`config.mk`:
```
export PLATFORM = sky130hd
export DESIGN_NAME = pipelined_add_sub
export DESIGN_NICKNAME = d
export VERILOG_FILES = /design/src/rtl/pipelined_add_sub_pkg.sv /design/src/rtl/pipelined_add_sub_slice.sv /design/src/rtl/pipelined_add_sub.sv
export SDC_FILE = /design/constraint.sdc
export NUM_CORES = 1
export LEC_CHECK = 0
export BUFFER_PORTS_ARGS = -buffer_cell sky130_fd_sc_hd__buf_2
export CORE_UTILIZATION = 60
export CTS_CLUSTER_SIZE = 10
export DETAILED_ROUTE_END_ITERATION = 8
export PLACE_DENSITY_LB_ADDON = 0.2
export SLEW_MARGIN = 40
export SYNTH_ARGS = -nofsm -noshare
export SYNTH_HDL_FRONTEND = slang
export SYNTH_HIERARCHICAL = 1
export SYNTH_SLANG_ARGS = --single-unit
```
`constraint.sdc`:
```
create_clock -name clk -period 12.3 [get_ports clk]
set_input_delay 0.615 -clock clk [delete_from_list [all_inputs] [get_ports clk]]
set_output_delay 0.615 -clock clk [all_outputs]
set_load 0.01 [all_outputs]
```
`src/rtl/pipelined_add_sub_pkg.sv`:
```
// Shared definitions for the pipelined add/sub unit: operation encodings and
// bit positions of the NZCV flags when packed into a status word.
package pipelined_add_sub_pkg;

   typedef enum logic {
      ADD = 1'b0,
      SUB = 1'b1
   } mode_e;

   localparam int FLAG_N = 3;
   localparam int FLAG_Z = 2;
   localparam int FLAG_C = 1;
   localparam int FLAG_V = 0;

endpackage

```
`src/rtl/pipelined_add_sub_slice.sv`:
```
// One combinational carry-chained slice of the pipelined adder; returns the
// slice sum, its carry-out and the carry into its own MSB (for overflow).
module add_sub_slice
   import pipelined_add_sub_pkg::*;
#(
   parameter int W = 8
) (
   input  logic [W-1:0] a,
   input  logic [W-1:0] b,
   input  logic         cin,
   output logic [W-1:0] sum,
   output logic         cout,
   output logic         cmsb
);

   logic [W:0] total;

   assign total = {1'b0, a} + {1'b0, b} + {{W{1'b0}}, cin};
   assign sum   = total[W-1:0];
   assign cout  = total[W];
   // sum bit = a ^ b ^ carry_in, so the carry into the MSB falls out directly
   assign cmsb  = a[W-1] ^ b[W-1] ^ total[W-1];

endmodule

```
`src/rtl/pipelined_add_sub.sv`:
```
// Pipelined two's-complement adder/subtractor with valid/ready handshake and
// NZCV flags. Define ADDSUB_SATURATE_EN to clamp overflowing results.
module pipelined_add_sub
   import pipelined_add_sub_pkg::*;
#(
   parameter int WIDTH  = 32,
   parameter int STAGES = 4
) (
   input  logic             clk,
   input  logic             rst,
   input  logic             in_valid,
   output logic             in_ready,
   input  logic [WIDTH-1:0] A,
   input  logic [WIDTH-1:0] B,
   input  logic             sel,
   output logic             out_valid,
   input  logic             out_ready,
   output logic [WIDTH-1:0] S,
   output logic             flag_n,
   output logic             flag_z,
   output logic             flag_c,
   output logic             flag_v
);

   localparam int SW   = WIDTH / STAGES;
   localparam int LAST = STAGES - 1;

   typedef struct packed {
      logic             vld;
      logic             sel;
      logic [WIDTH-1:0] res;
      logic [WIDTH-1:0] a;
      logic [WIDTH-1:0] b;
      logic             carry;
      logic             cmsb;
   } stage_t;

   stage_t        head;
   stage_t        cur     [STAGES];
   stage_t        nxt     [STAGES];
   stage_t        stage_q [STAGES];
   stage_t        last_fixed;
   logic [SW-1:0] sum     [STAGES];
   logic          cout    [STAGES];
   logic          cmsb    [STAGES];
   logic [3:0]    flags_d;
   logic [3:0]    flags_q;
   logic          adv;

   if (STAGES < 1 || STAGES > WIDTH || (WIDTH % STAGES) != 0) begin : g_bad_cfg
      $error("pipelined_add_sub: WIDTH must be a multiple of STAGES, 1 <= STAGES <= WIDTH");
   end

   function automatic stage_t merge(input stage_t c, input logic [SW-1:0] s,
                                    input logic co, input logic cm, input int k);
      stage_t r;
      r = c;
      r.res[k*SW +: SW] = s;
      r.carry = co;
      r.cmsb  = cm;
      return r;
   endfunction

   // Subtract enters as A + ~B + 1: B inverted once here, carry-in of slice 0 is sel.
   always_comb begin
      head       = '0;
      head.vld   = in_valid;
      head.sel   = sel;
      head.a     = A;
      head.b     = B ^ {WIDTH{sel}};
      head.carry = (sel == SUB);
   end

   for (genvar k = 0; k < STAGES; k++) begin : g_slice
      if (k == 0) begin : g_first
         assign cur[k] = head;
      end else begin : g_rest
         assign cur[k] = stage_q[k-1];
      end

      add_sub_slice #(.W(SW)) u_slice (
         .a    (cur[k].a[k*SW +: SW]),
         .b    (cur[k].b[k*SW +: SW]),
         .cin  (cur[k].carry),
         .sum  (sum[k]),
         .cout (cout[k]),
         .cmsb (cmsb[k])
      );

      assign nxt[k] = merge(cur[k], sum[k], cout[k], cmsb[k], k);
   end

   // NOTE: every variable driven here gets a default first, so no path leaves it unassigned (no latch).
   always_comb begin
      last_fixed      = nxt[LAST];
      flags_d         = '0;
      flags_d[FLAG_C] = nxt[LAST].carry;
      flags_d[FLAG_V] = nxt[LAST].carry ^ nxt[LAST].cmsb;
`ifdef ADDSUB_SATURATE_EN
      if (flags_d[FLAG_V]) begin
         last_fixed.res = cur[LAST].a[WIDTH-1] ? {1'b1, {(WIDTH-1){1'b0}}}
                                               : {1'b0, {(WIDTH-1){1'b1}}};
      end
`endif
      flags_d[FLAG_N] = last_fixed.res[WIDTH-1];
      flags_d[FLAG_Z] = (last_fixed.res == '0);
   end

   assign adv      = !stage_q[LAST].vld || out_ready;
   assign in_ready = adv;

   // NOTE: sequential state uses non-blocking assignments so all stages shift on the same edge.
   always_ff @(posedge clk or posedge rst) begin
      if (rst) begin
         // NOTE: data fields are cleared along with the valid bits so S and the flags read zero in reset.
         for (int k = 0; k < STAGES; k++) begin
            stage_q[k] <= '0;
         end
         flags_q <= '0;
      end else if (adv) begin
         for (int k = 0; k < LAST; k++) begin
            stage_q[k] <= nxt[k];
         end
         stage_q[LAST] <= last_fixed;
         flags_q       <= flags_d;
      end
   end

   assign out_valid = stage_q[LAST].vld;
   assign S         = stage_q[LAST].res;
   assign flag_n    = flags_q[FLAG_N];
   assign flag_z    = flags_q[FLAG_Z];
   assign flag_c    = flags_q[FLAG_C];
   assign flag_v    = flags_q[FLAG_V];

endmodule

```
==> metrics.txt <==
insertion delay to the later sink of the worst-skew pair 0.42 ns; Tot GR Track Use 24.2%; Tmin final 2.93 ns; Psw 1.03 mW; Finished Layout Cells 1249; final count of hold timing violations 0; Clock Sinks 186; CTS clk-pin slew, worst paths 0.06 ns; Syn Nets 1079; Slew @ Worst Pin 0.809 ns; Clock power frac 20.4%; Ys Warns 6; root buffer cell clkbuf_16; Setup Buffers After CTS 0; Final setup viols 0; count of input and output buffers 106; Final ANT Viol Nets 0; Post-CTS Hold Fix Bufs 0; initial cell density of the core 62.3%; TritonCTS clock tree built; vias in the first global route 6063; row count 43; Int Pwr 1.63 mW; ant diodes 0; Max Slew Vio Count 0; CP startpoint kind register; Final #Nets 1162; commonest non-fill, non-tap cells in the layout 515 x nand2_1, 186 x dfrtp_1, 105 x buf_2; wire per inst 13.5 um; Net Sw Frac 38.7%; unrepaired setup endpoints after global routing no; routed vias/inst 5.21; Synth Instances 974; Reg2Reg Setup Slack 9.61 ns; Post-route DRC 0; Die H 123 um; die width 123 um; Total Wirelength 16800 um; area of the multi-input gates 3710 um^2; Critical Path Sink Type output port; Inst Count DP 1218; share of cells above drive strength 1 14.6%; CTS Buf Count 17; outcome completed; router iterations before antenna repair 5; Cell Area, Synth 8780 um^2; Req. time, crit path 11.69 ns; core box area 14100 um^2; Via Count 6512; max-cap check violation count 0; Pwr Total 2.66 mW; register area 4650 um^2; clock tree buffer depth 2; reg2reg end cur[119]$_DFFE_PP0P_; die area 15100 um^2; DPL Wire Length 11200 um; kind of critical path register to output port; worst-path maximum fanout 102; # resized after CTS 0; Critical Path AT 2.31 ns; global-route wire length before repair 28200 um; initial antenna violation count 1; gr ovfl total 0; Worst Skew 0.00824 ns; CTS H-Tree Depth 4; syn_area_per_cell 9.02 um^2; TNS Setup 0 ns; R2R cell count 6; number of I/O pins 107; Comb pwr share 39.7%; VDD IR max 0.196 mV; most common cell after layout, fill and taps aside nand2_1; largest net degree at the start of global routing 112; Iter 0 DRT Violations 514; layout filler cell count 1158; P per Cell Area 270 nW/um^2; Max Clock Freq 0.342 GHz; Worst R2R Start out_valid$_DFFE_PP0P_; HP Class input port to asynchronous set/reset pin; P_leak 5.19 nW; Flop pwr share 39.9%; Layout area overhead 11.9%; gpl congestion 0.846; Period Utilization, post-route 23.8%; fin util 69.7%; Slew HR 46.1%
[routing by layer]
metal	track usage [%]	routed length [um]	vias to the layer above
met3	4.98	733	22
met2	37.2	7660	155
met5	0	15	-
met1	34.5	8200	3066
met4	7.98	243	2
li1	-	-	3267
[registers in the layout, summed over array words and instances (netlist names)]
register   cells
flags_q        3
cur          150
S             32
out_valid      1
[power by group through the flow]
stage / sequential (mW) / clock [mW] / combinational [mW]
CTS: 1.06 / 0.553 / 1.06
global route: 1.09 / 0.580 / 1.20
detailed placement: 1.07 / 0 / 1.05
floorplan: 1.04 / 0 / 0.808
global placement: 1.06 / 0 / 1.01
finish: 1.06 / 0.542 / 1.06
[metrics by stage]
step	hold slack [ns]	setup WS (ns)	area, um^2
5_1_grt	0.386	9.26	9830
4_1_cts	0.356	9.42	9830
3_5_place_dp	0.450	9.20	9240
3_3_place_gp	0.443	9.25	9230
6_report	0.330	9.37	9830
2_1_floorplan	0.430	6.63	8780
[critical path: stages (launching register included)]
cell and delay [ns]:
dfrtp_1 0.35, nor2b_4 0.14, buf_6 0.53, inv_4 0.45, buf_2 0.29
[worst max path at each step]
stage / start / end / slack (ns)
global route: out_valid$_DFFE_PP0P_ / in_ready / 9.26
CTS: out_valid$_DFFE_PP0P_ / in_ready / 9.42
global placement: out_ready / S[8]$_DFFE_PP0P_ / 9.25
floorplan: rst / S[0]$_DFFE_PP0P_ / 6.63
detailed placement: sel / cur[272]$_DFFE_PP0P_ / 9.20
finish: out_valid$_DFFE_PP0P_ / in_ready / 9.37
[cell type report]
type,instances,area share (%)
Clock buffer,23,4.76
Multi-Input combinational cell,724,37.7
Inverter,18,0.789
Sequential cell,186,47.4
Clock inverter,8,1.21
Timing Repair Buffer,110,5.84
Tap cell,180,2.29
(Power assumes the default switching activity.)
